## config.mk

```make
export PLATFORM = sky130hd
export DESIGN_NAME = dualportram_param
export DESIGN_NICKNAME = d
export VERILOG_FILES = /design/src/rtl/dualportram_param.sv
export SDC_FILE = /design/constraint.sdc
export NUM_CORES = 1
export LEC_CHECK = 0
export BUFFER_PORTS_ARGS = -buffer_cell sky130_fd_sc_hd__clkbuf_2
export CAP_MARGIN = 20
export CELL_PAD_IN_SITES_DETAIL_PLACEMENT = 1
export CELL_PAD_IN_SITES_GLOBAL_PLACEMENT = 1
export CORE_MARGIN = 2
export CORE_UTILIZATION = 31
export DETAILED_ROUTE_END_ITERATION = 8
export PLACE_DENSITY = 0.52
export SLEW_MARGIN = 20
export SYNTH_ARGS = -nofsm -noshare
export SYNTH_HDL_FRONTEND = slang
export SYNTH_SLANG_ARGS = --single-unit
```

## constraint.sdc

```tcl
create_clock -name clk -period 2.4 [get_ports clk]
set_input_delay 0.48 -clock clk [delete_from_list [all_inputs] [get_ports clk]]
set_output_delay 0.48 -clock clk [all_outputs]
set_load 0.1 [all_outputs]
```

## src/rtl/dualportram_param.sv

```systemverilog
// Parametrised true dual-port synchronous RAM with byte enables, selectable
// read-during-write, optional output register and a post-reset zero sweep.
module dualportram_param #(
  parameter int DATA_W   = 8,
  parameter int ADDR_W   = 4,
  parameter int RDW_MODE = 0,
  parameter int OUT_REG  = 0
) (
  input  logic                clk,
  input  logic                rst,
  input  logic                en_a,
  input  logic                we_a,
  input  logic [DATA_W/8-1:0] be_a,
  input  logic [ADDR_W-1:0]   addr_a,
  input  logic [DATA_W-1:0]   din_a,
  input  logic                en_b,
  input  logic                we_b,
  input  logic [DATA_W/8-1:0] be_b,
  input  logic [ADDR_W-1:0]   addr_b,
  input  logic [DATA_W-1:0]   din_b,
  output logic [DATA_W-1:0]   dout_a,
  output logic [DATA_W-1:0]   dout_b,
  output logic                valid_a,
  output logic                valid_b,
  output logic                init_busy,
  output logic                collision
);
  localparam int DEPTH = 1 << ADDR_W;
  localparam int NB    = DATA_W / 8;

  // state | meaning
  // CLEAR | zero sweep in progress, one word per cycle, ports ignored
  // READY | normal dual-port operation
  typedef enum logic {CLEAR, READY} state_t;

  state_t             state, state_nx;
  logic [ADDR_W-1:0]  clr_ptr, clr_ptr_nx;
  logic               clr_we, ready;
  logic [DATA_W-1:0]  mem [DEPTH];

  logic               acc_a, acc_b, wr_a, wr_b;
  logic [DATA_W-1:0]  rd_word_a, rd_word_b;
  logic [DATA_W-1:0]  rd_q_a, rd_q_b;
  logic               rd_v_a, rd_v_b;

  always_ff @(posedge clk) begin
    if (rst) begin
      state   <= CLEAR;
      clr_ptr <= '0;
    end else begin
      state   <= state_nx;
      clr_ptr <= clr_ptr_nx;
    end
  end

  always_comb begin
    state_nx   = state;
    clr_ptr_nx = clr_ptr;
    case (state)
      CLEAR: begin
        clr_ptr_nx = clr_ptr + ADDR_W'(1);
        if (clr_ptr == ADDR_W'(DEPTH - 1)) state_nx = READY;
      end
      default: state_nx = READY;
    endcase
  end

  always_comb begin
    clr_we    = (state == CLEAR);
    ready     = (state == READY) && !rst;
    init_busy = rst || (state != READY);
  end

  assign acc_a = en_a & ready;
  assign acc_b = en_b & ready;
  assign wr_a  = acc_a & we_a;
  assign wr_b  = acc_b & we_b;

  // Port B lanes are written first so port A wins overlapping lanes on a shared address.
  always_ff @(posedge clk) begin
    if (clr_we) begin
      mem[clr_ptr] <= '0;
    end else begin
      for (int i = 0; i < NB; i++) begin
        if (wr_b && be_b[i]) mem[addr_b][8*i +: 8] <= din_b[8*i +: 8];
        if (wr_a && be_a[i]) mem[addr_a][8*i +: 8] <= din_a[8*i +: 8];
      end
    end
  end

  // Write-first merges only the reading port's own lanes; the other port's write is never forwarded.
  always_comb begin
    rd_word_a = mem[addr_a];
    rd_word_b = mem[addr_b];
    if (RDW_MODE == 1) begin
      for (int i = 0; i < NB; i++) begin
        if (wr_a && be_a[i]) rd_word_a[8*i +: 8] = din_a[8*i +: 8];
        if (wr_b && be_b[i]) rd_word_b[8*i +: 8] = din_b[8*i +: 8];
      end
    end
  end

  always_ff @(posedge clk) begin
    if (rst) begin
      rd_q_a    <= '0;
      rd_q_b    <= '0;
      rd_v_a    <= 1'b0;
      rd_v_b    <= 1'b0;
      collision <= 1'b0;
    end else begin
      rd_v_a    <= acc_a;
      rd_v_b    <= acc_b;
      collision <= wr_a && wr_b && (addr_a == addr_b) && ((be_a & be_b) != '0);
      if (acc_a) rd_q_a <= rd_word_a;
      if (acc_b) rd_q_b <= rd_word_b;
    end
  end

  generate
    if (OUT_REG != 0) begin : g_oreg
      always_ff @(posedge clk) begin
        if (rst) begin
          dout_a  <= '0;
          dout_b  <= '0;
          valid_a <= 1'b0;
          valid_b <= 1'b0;
        end else begin
          valid_a <= rd_v_a;
          valid_b <= rd_v_b;
          if (rd_v_a) dout_a <= rd_q_a;
          if (rd_v_b) dout_b <= rd_q_b;
        end
      end
    end else begin : g_direct
      assign dout_a  = rd_q_a;
      assign dout_b  = rd_q_b;
      assign valid_a = rd_v_a;
      assign valid_b = rd_v_b;
    end
  endgenerate
endmodule

```

==> metrics, run 1 <==
crit-path cells and3b_1 > buf_4 > nand3_1 > mux2i_1 > buf_4 > o21ai_0 > buf_4; Final Critical Period 2076 ps; RSZ-0062 raised after global routing false; Clock Sinks 152; FP Rows 61; Critical Path RT 2520 ps; Worst Setup End Kind flip-flop; Ant. Diodes 0; Bufs and invs on worst path 3; Core Area 27780 um2; Setup WS pre-CTS 70.45 ps; flops & latches, synth 152; register area 4324 um2; final routed DRC violation total 0; Starting Density 31.48%; post-CTS setup buffer count 0; Initial DRC Count 420; largest net degree at the start of global routing 23; Clock transition at path regs 70 ps; GRT Total Usage 20.68%; Slew @ Worst Pin 664.7 ps; share of cells above drive strength 1 40.55%; CP most frequent cell buf_4; kind of critical path reg2reg; Worst Setup Slack, final 323.7 ps; Pleak 3.935 nW; grt total ovfl 0; Multi-input gate area 4125 um2; Fin Clk Skew 20.33 ps; die area 29570 um2; CTS buffer count 17; Final setup violation count 0; max-slew violation count 0; Finished Cell Area 10460 um2; Skew-Pair Late Insertion Delay 440 ps; CP peak stage delay 390 ps; Vias 6102; DRT antenna net count 0; P&R area growth vs syn 19.63%; final hold violations 0; Top FF cell, synth edfxtp_1; final WL 29.28 mm; post-synth cell types 44; max-cap violation count 0; Root Driver clkbuf_16; syn_nets 688; number of fill cells 2981; Setup crit start kind flip-flop; register area share after synthesis 49.44%; Post-synth EDFFs 128; Fin Hold WS 418.4 ps; Synth Warn # 0; fmax 0.4816 GHz; Post-synth ARST share 0%; utilization after layout 37.66%; Area after DPL 9883 um2; drt wl/cell 25.68 um; Longest Clk Path Bufs 2; Synth Cell Area 8746 um2; crit-path max FO 8; most frequent cells in the layout edfxtp_1 (128), nand2_1 (84), o21ai_0 (81); first-pass GRT wire length 43.33 mm; # H-tree levels 4; Die Width 172.0 um; post-DR vias/cell 5.353; placed cells 1108; commonest non-fill, non-tap cell in the layout edfxtp_1; die height 172.0 um; Final Cycle Share 86.51%; Syn Area/Cell 13.35 um2; initial antenna violation count 0; vias in the first global route 6537; CP delay by family, top buffers and inverters; number of port buffers 51; status finished clean; TritonCTS clock tree built; Hold Buf Count CTS 0; Hold Path Class in2reg; RePlAce Congestion 0.8012; Finished Layout Cells 1140; HPWL Detailed 21.57 mm; # IOs 52; TritonRoute pass-1 iters 5; Pwr Density 588.0 nW/um2; Worst path slowest cell dfxtp_1; post-CTS resize count 0; fin nets 782; post-synthesis cell count 655; crit path DAT 2190 ps; relative slew slack 55.69%; VDD IR max 0.4869 mV
synthesized netlist by cell type (all sizes together), types with 3 or more instances:
library cell  number  area, um2
a32oi              5      43.79
nand2             85      321.6
nor2              12      45.04
clkbuf            19      71.32
o21bai             6      45.04
edfxtp           128       3844
nand4              3      18.77
mux2i             23      230.2
xnor2              6      52.55
nor4              11      183.9
and2               9      56.30
dfxtp             24      480.5
nor2b              9      56.30
o21ai             84      420.4
and3               4      25.02
mux2              71      799.5
nand3b             4      42.54
mux4              62       1396
inv                5      18.77
buf               34      210.2
nand3             15      90.09
o311ai             8      70.07
a22oi             16      120.1
logic make-up after synthesis:
kind of cell             count (synthesis)  synth area share (%)
adder cells (fa/ha/maj)                  1                0.1430
buffers and inverters                   58                 3.434
AO/OA/AOI/OAI                          123                 8.283
AND/OR/NAND/NOR                        158                 10.26
multiplexers                           156                 27.74
flip-flops                             152                 49.44
XOR/XNOR                                 7                0.7010
per-layer routing:
layer  global-route usage (%)  vias up  wire length, um
met5                        0        -                0
met4                    6.613        0              587
met3                    3.067       31             1083
met2                    36.48      150            15110
met1                    26.12     3157            12500
li1                         -     2764                -
stage by stage:
step	setup TNS, ps	power [W]
after detailed placement	0	0.003492
final	0	0.006152
after global placement	0	0.003482
after global routing	0	0.006320
after floorplan	-5001	0.003249
after CTS	0	0.006195
worst register-to-register path, delay by kind of cell (launching register included):
kind	cells	cell delay, ps
buf+inv	3	580
simple gates	2	430
flops	1	390
mux	1	210
compound gates	1	170
flip-flops by register name (all words and copies together), names as in the netlist:
name       cells
dout_b         8
valid_a        1
dout_a         8
clr_ptr        4
valid_b        1
mem          128
collision      1
state          1
where the power goes:
| group | switching (W) | internal [W] |
|---|---|---|
| Sequential | 0.0000289 | 0.00288 |
| Clock | 0.00118 | 0.00154 |
| Combinational | 0.000307 | 0.000218 |
| Total | 0.00152 | 0.00463 |
worst paths after layout:
| kind | depth (start not counted) | to | slack (ps) | from |
|---|---|---|---|---|
| setup / recovery | 7 | mem[1][4]$_DFFE_PP_ | 320 | state$_SDFF_PP0_ |
| setup reg to reg | 7 | mem[1][4]$_DFFE_PP_ | 320 | state$_SDFF_PP0_ |
| hold / removal | 3 | clr_ptr[3]$_SDFFE_PP0N_ | 420 | rst |
| hold reg to reg | 2 | dout_a[4]$_SDFFE_PP0N_ | 480 | dout_a[4]$_SDFFE_PP0N_ |
area by class of cell:
cell class	count	share of cell area (%)
clock buffers	18	4.102
clock inverters	14	1.399
inverters	5	0.1794
multi-input cells	445	39.43
flip-flops and latches	152	41.33
well taps	378	4.520
repair buffers	128	9.041
(Power assumes the default switching activity.)
==> inputs of run 2 (changes only) <==
--- a/config.mk
+++ b/config.mk
@@ -12,7 +12,7 @@
 export CORE_MARGIN = 2
 export CORE_UTILIZATION = 31
 export DETAILED_ROUTE_END_ITERATION = 8
-export PLACE_DENSITY = 0.52
+export PLACE_DENSITY = 0.5
 export SLEW_MARGIN = 20
 export SYNTH_ARGS = -nofsm -noshare
 export SYNTH_HDL_FRONTEND = slang
==> constraint.sdc (replaced) <==
create_clock -name clk -period 2 [get_ports clk]
set_input_delay 0.4 -clock clk [delete_from_list [all_inputs] [get_ports clk]]
set_output_delay 0.4 -clock clk [all_outputs]
set_load 0.1 [all_outputs]
==> metrics, run 2 (synthesis results as in run 1) <==
max-slew violation count 0; number of fill cells 2911; fin nets 820; FP Rows 61; placed cells 1145; final WL 30.09 mm; Setup WS pre-CTS -219.6 ps; met2 Use GR 36.69%; Post-Route Setup TNS 0 ps; TritonCTS clock tree built; Clock transition at path regs 70 ps; HPWL Detailed 22.66 mm; largest net degree at the start of global routing 20; Initial DRC Count 445; die height 172.0 um; largest registers mem (128), dout_a (8), dout_b (8); Die Width 172.0 um; number of port buffers 51; Largest register FFs 128; DRT antenna net count 0; drt wl/cell 25.54 um; # IOs 52; Longest Clk Path Bufs 2; CTS buffer count 17; crit-path cells and3b_1 > and3_4 > a32oi_2 > o21bai_4 > buf_12; Clock Sinks 152; GRT Total Usage 21.34%; RePlAce Congestion 0.8152; Setup crit start kind flip-flop; grt total ovfl 0; Ant. Diodes 0; Vias 6251; Worst path slowest cell a32oi_2; Pwr Density 659.3 nW/um2; relative slew slack 24.03%; max-cap violation count 0; post-DR vias/cell 5.306; Root Driver clkbuf_16; TritonRoute pass-1 iters 5; Critical Path RT 2190 ps; utilization after layout 40.70%; Slew @ Worst Pin 1140 ps; Skew-Pair Late Insertion Delay 430 ps; Biggest register mem; share of cells above drive strength 1 46.88%; first-pass GRT wire length 45.06 mm; met3 layer usage reported by global route 2.083%; commonest non-fill, non-tap cell in the layout edfxtp_1; Final Critical Period 1915 ps; final hold violations 0; Worst Setup End Kind flip-flop; Fin Clk Skew 12.35 ps; Final Cycle Share 95.73%; Hold Buf Count CTS 0; status finished clean; die area 29570 um2; Worst Setup Slack, final 85.44 ps; final routed DRC violation total 0; initial antenna violation count 0; P&R area growth vs syn 29.28%; crit path DAT 2100 ps; Starting Density 31.48%; Final setup violation count 0; kind of critical path reg2reg; met1 usage 29.09%; most frequent cells in the layout edfxtp_1 (128), nand2_1 (84), buf_4 (84); vias in the first global route 6720; fmax 0.5223 GHz; Pleak 4.253 nW; CP peak stage delay 620 ps; Hold Path Class in2reg; Finished Layout Cells 1178; VDD IR max 0.3954 mV; most used routing layer met2; Core Area 27780 um2; crit-path max FO 8; # H-tree levels 4
[run 2: repair_timing]
| action | in CTS | in global routing |
|---|---|---|
| buffers inserted | 0 | 1 |
| endpoints found under the setup margin | 0 | 77 |
| resized for setup | 0 | 5 |
[run 2: power by group]
part,leakage (nW),internal (W),switching [W]
clock,0.266,0.00175,0.00146
sequential,1.58,0.00345,0.0000320
combinational,2.40,0.000339,0.000423
[run 2: routing by layer]
metal	up-vias	routed length (um)
li1	2850	-
met1	3238	13560
met2	136	15110
met3	27	982
met4	0	441
met5	-	0
[run 2: final timing paths]
check / startpoint / to / slack [ps] / cells after the start
hold / removal: rst / clr_ptr[3]$_SDFFE_PP0N_ / 420 / 4
setup / recovery: state$_SDFF_PP0_ / mem[11][1]$_DFFE_PP_ / 90 / 5
setup reg to reg: state$_SDFF_PP0_ / mem[11][1]$_DFFE_PP_ / 90 / 5
hold reg to reg: dout_a[7]$_SDFFE_PP0N_ / dout_a[7]$_SDFFE_PP0N_ / 500 / 2
[run 2: stage by stage]
| stage | hold slack (ps) | instance area (um2) | total power (W) |
|---|---|---|---|
| floorplan | 521.3 | 9017 | 0.003941 |
| global placement | 477.8 | 10700 | 0.004284 |
| detailed placement | 490.1 | 10700 | 0.004300 |
| CTS | 406.9 | 11260 | 0.007517 |
| global route | 435.8 | 11310 | 0.007682 |
| finish | 417.8 | 11310 | 0.007454 |
[run 2: worst max-delay path: cells and delay by family, from the launching register on]
kind / cells / cell delay, ps
compound gates: 2 / 760
buf+inv: 1 / 170
flops: 1 / 310
simple gates: 2 / 440
[run 2: layout make-up]
cell class                      instances  area, um2  area share (%)
Clock buffer                           18      429.2           3.796
Clock inverter                         14      138.9           1.228
Inverter                                5      18.77          0.1660
Multi-Input combinational cell        445       4402           38.93
Sequential cell                       152       4324           38.24
Tap cell                              378      473.0           4.183
Timing Repair Buffer                  166       1521           13.46
==> inputs of run 3 (changes only) <==
--- a/config.mk
+++ b/config.mk
@@ -9,6 +9,7 @@
 export CAP_MARGIN = 20
 export CELL_PAD_IN_SITES_DETAIL_PLACEMENT = 1
 export CELL_PAD_IN_SITES_GLOBAL_PLACEMENT = 1
+export CORE_ASPECT_RATIO = 1.5
 export CORE_MARGIN = 2
 export CORE_UTILIZATION = 31
 export DETAILED_ROUTE_END_ITERATION = 8
==> metrics, run 3 (synthesis results as in run 1) <==
Root Driver clkbuf_16; crit path DAT 2130 ps; Vias 6201; max-cap violation count 0; Skew-Pair Late Insertion Delay 450 ps; drt wl/cell 27.57 um; TritonRoute pass-1 iters 4; fin nets 816; Clock transition at path regs 60 ps; CTS buffer count 17; placed cells 1106; kind of critical path reg2reg; die height 209.7 um; TritonCTS clock tree built; Pwr Density 669.0 nW/um2; VDD IR max 0.5218 mV; largest registers mem (128), dout_a (8), dout_b (8); status finished clean; first-pass GRT wire length 46.66 mm; Largest register FFs 128; RSZ-0062 raised after global routing false; register area 4325 um2; Finished Layout Cells 1142; FP Rows 75; post-DR vias/cell 5.430; commonest non-fill, non-tap cell in the layout edfxtp_1; Pleak 4.248 nW; R2R Setup Slk 70 ps; initial antenna violation count 0; Multi-input gate area 4420 um2; GRT Total Usage 22.19%; final WL 31.49 mm; Die Width 141.1 um; fmax 0.5188 GHz; Final setup violation count 0; Fin Hold WS 301.3 ps; die area 29600 um2; Biggest register mem; Ant. Diodes 0; final routed DRC violation total 0; crit-path max FO 4; number of fill cells 2869; PnR Total Power 0.007540 W; Worst Setup End Kind flip-flop; HPWL Detailed 23.91 mm; max-slew violation count 0; Initial DRC Count 302; share of cells above drive strength 1 46.73%; # IOs 52; Hold Path Class in2reg; Setup crit start kind flip-flop; Final Cycle Share 96.38%; grt total ovfl 0; relative slew slack 31.61%; Starting Density 31.38%; vias in the first global route 7082; # H-tree levels 4; largest net degree at the start of global routing 27; Clock Sinks 152; final hold violations 0; P&R area growth vs syn 28.86%; Core Area 27870 um2; DRT antenna net count 0; Fin Clk Skew 7.322 ps; Critical Path RT 2200 ps; Longest Clk Path Bufs 2; most frequent cells in the layout edfxtp_1 (128), nand2_1 (84), buf_4 (78); Slew @ Worst Pin 1026 ps; RePlAce Congestion 0.7911; Final Critical Period 1928 ps; number of port buffers 51
==> run 3: where the power goes <==
part           switching (W)  internal, W
Combinational       0.000414     0.000324
Sequential         0.0000327      0.00345
Clock                0.00145      0.00187
Total                0.00190      0.00564
==> run 3: final timing paths <==
check                            endpoint  cells after the start                    from
setup / recovery      mem[1][7]$_DFFE_PP_                      7        state$_SDFF_PP0_
hold / removal    clr_ptr[2]$_SDFFE_PP0N_                      3                     rst
setup reg to reg      mem[1][7]$_DFFE_PP_                      7        state$_SDFF_PP0_
hold reg to reg    dout_a[6]$_SDFFE_PP0N_                      2  dout_a[6]$_SDFFE_PP0N_
==> run 3: timing repair <==
item | 4_1_cts | 5_1_grt
resized for setup | 4 | 10
cloned | 0 | 0
pin swaps | 1 | 4
setup buffers | 1 | 3
hold buffers | 0 | 0
setup endpoints to repair | 111 | 124
==> run 3: stage by stage <==
stage	instance area (um2)	setup slack (ps)	setup TNS [ps]	utilization (%)
6_report	11270	72.43	0	40.44
5_1_grt	11270	6.213	0	40.44
4_1_cts	11190	22.27	0	40.17
3_5_place_dp	10550	-353.1	-37660	37.87
3_3_place_gp	10550	-333.2	-29520	37.87
2_1_floorplan	9017	-19.07	-523.6	-
==> run 3: layout make-up <==
class	instances	share of cell area, %
flip-flops and latches	152	38.38
multi-input cells	445	39.22
clock inverters	14	1.432
repair buffers	162	13.15
clock buffers	18	3.808
well taps	346	3.841
inverters	5	0.1665
==> run 3: layer usage <==
layer | wire length (um) | GRT usage, % | up-vias
met5 | 0 | 0 | -
met4 | 971 | 8.966 | 0
met3 | 707 | 3.536 | 50
met2 | 17740 | 42.42 | 95
met1 | 12070 | 24.01 | 3221
li1 | - | - | 2835
==> run 3: critical path: stages, from the launching register on <==
cell,delay (ps)
dfxtp_2,340
buf_4,130
nand3b_4,120
buf_4,190
nor3_4,270
nand3_2,170
buf_4,190
mux2_2,260
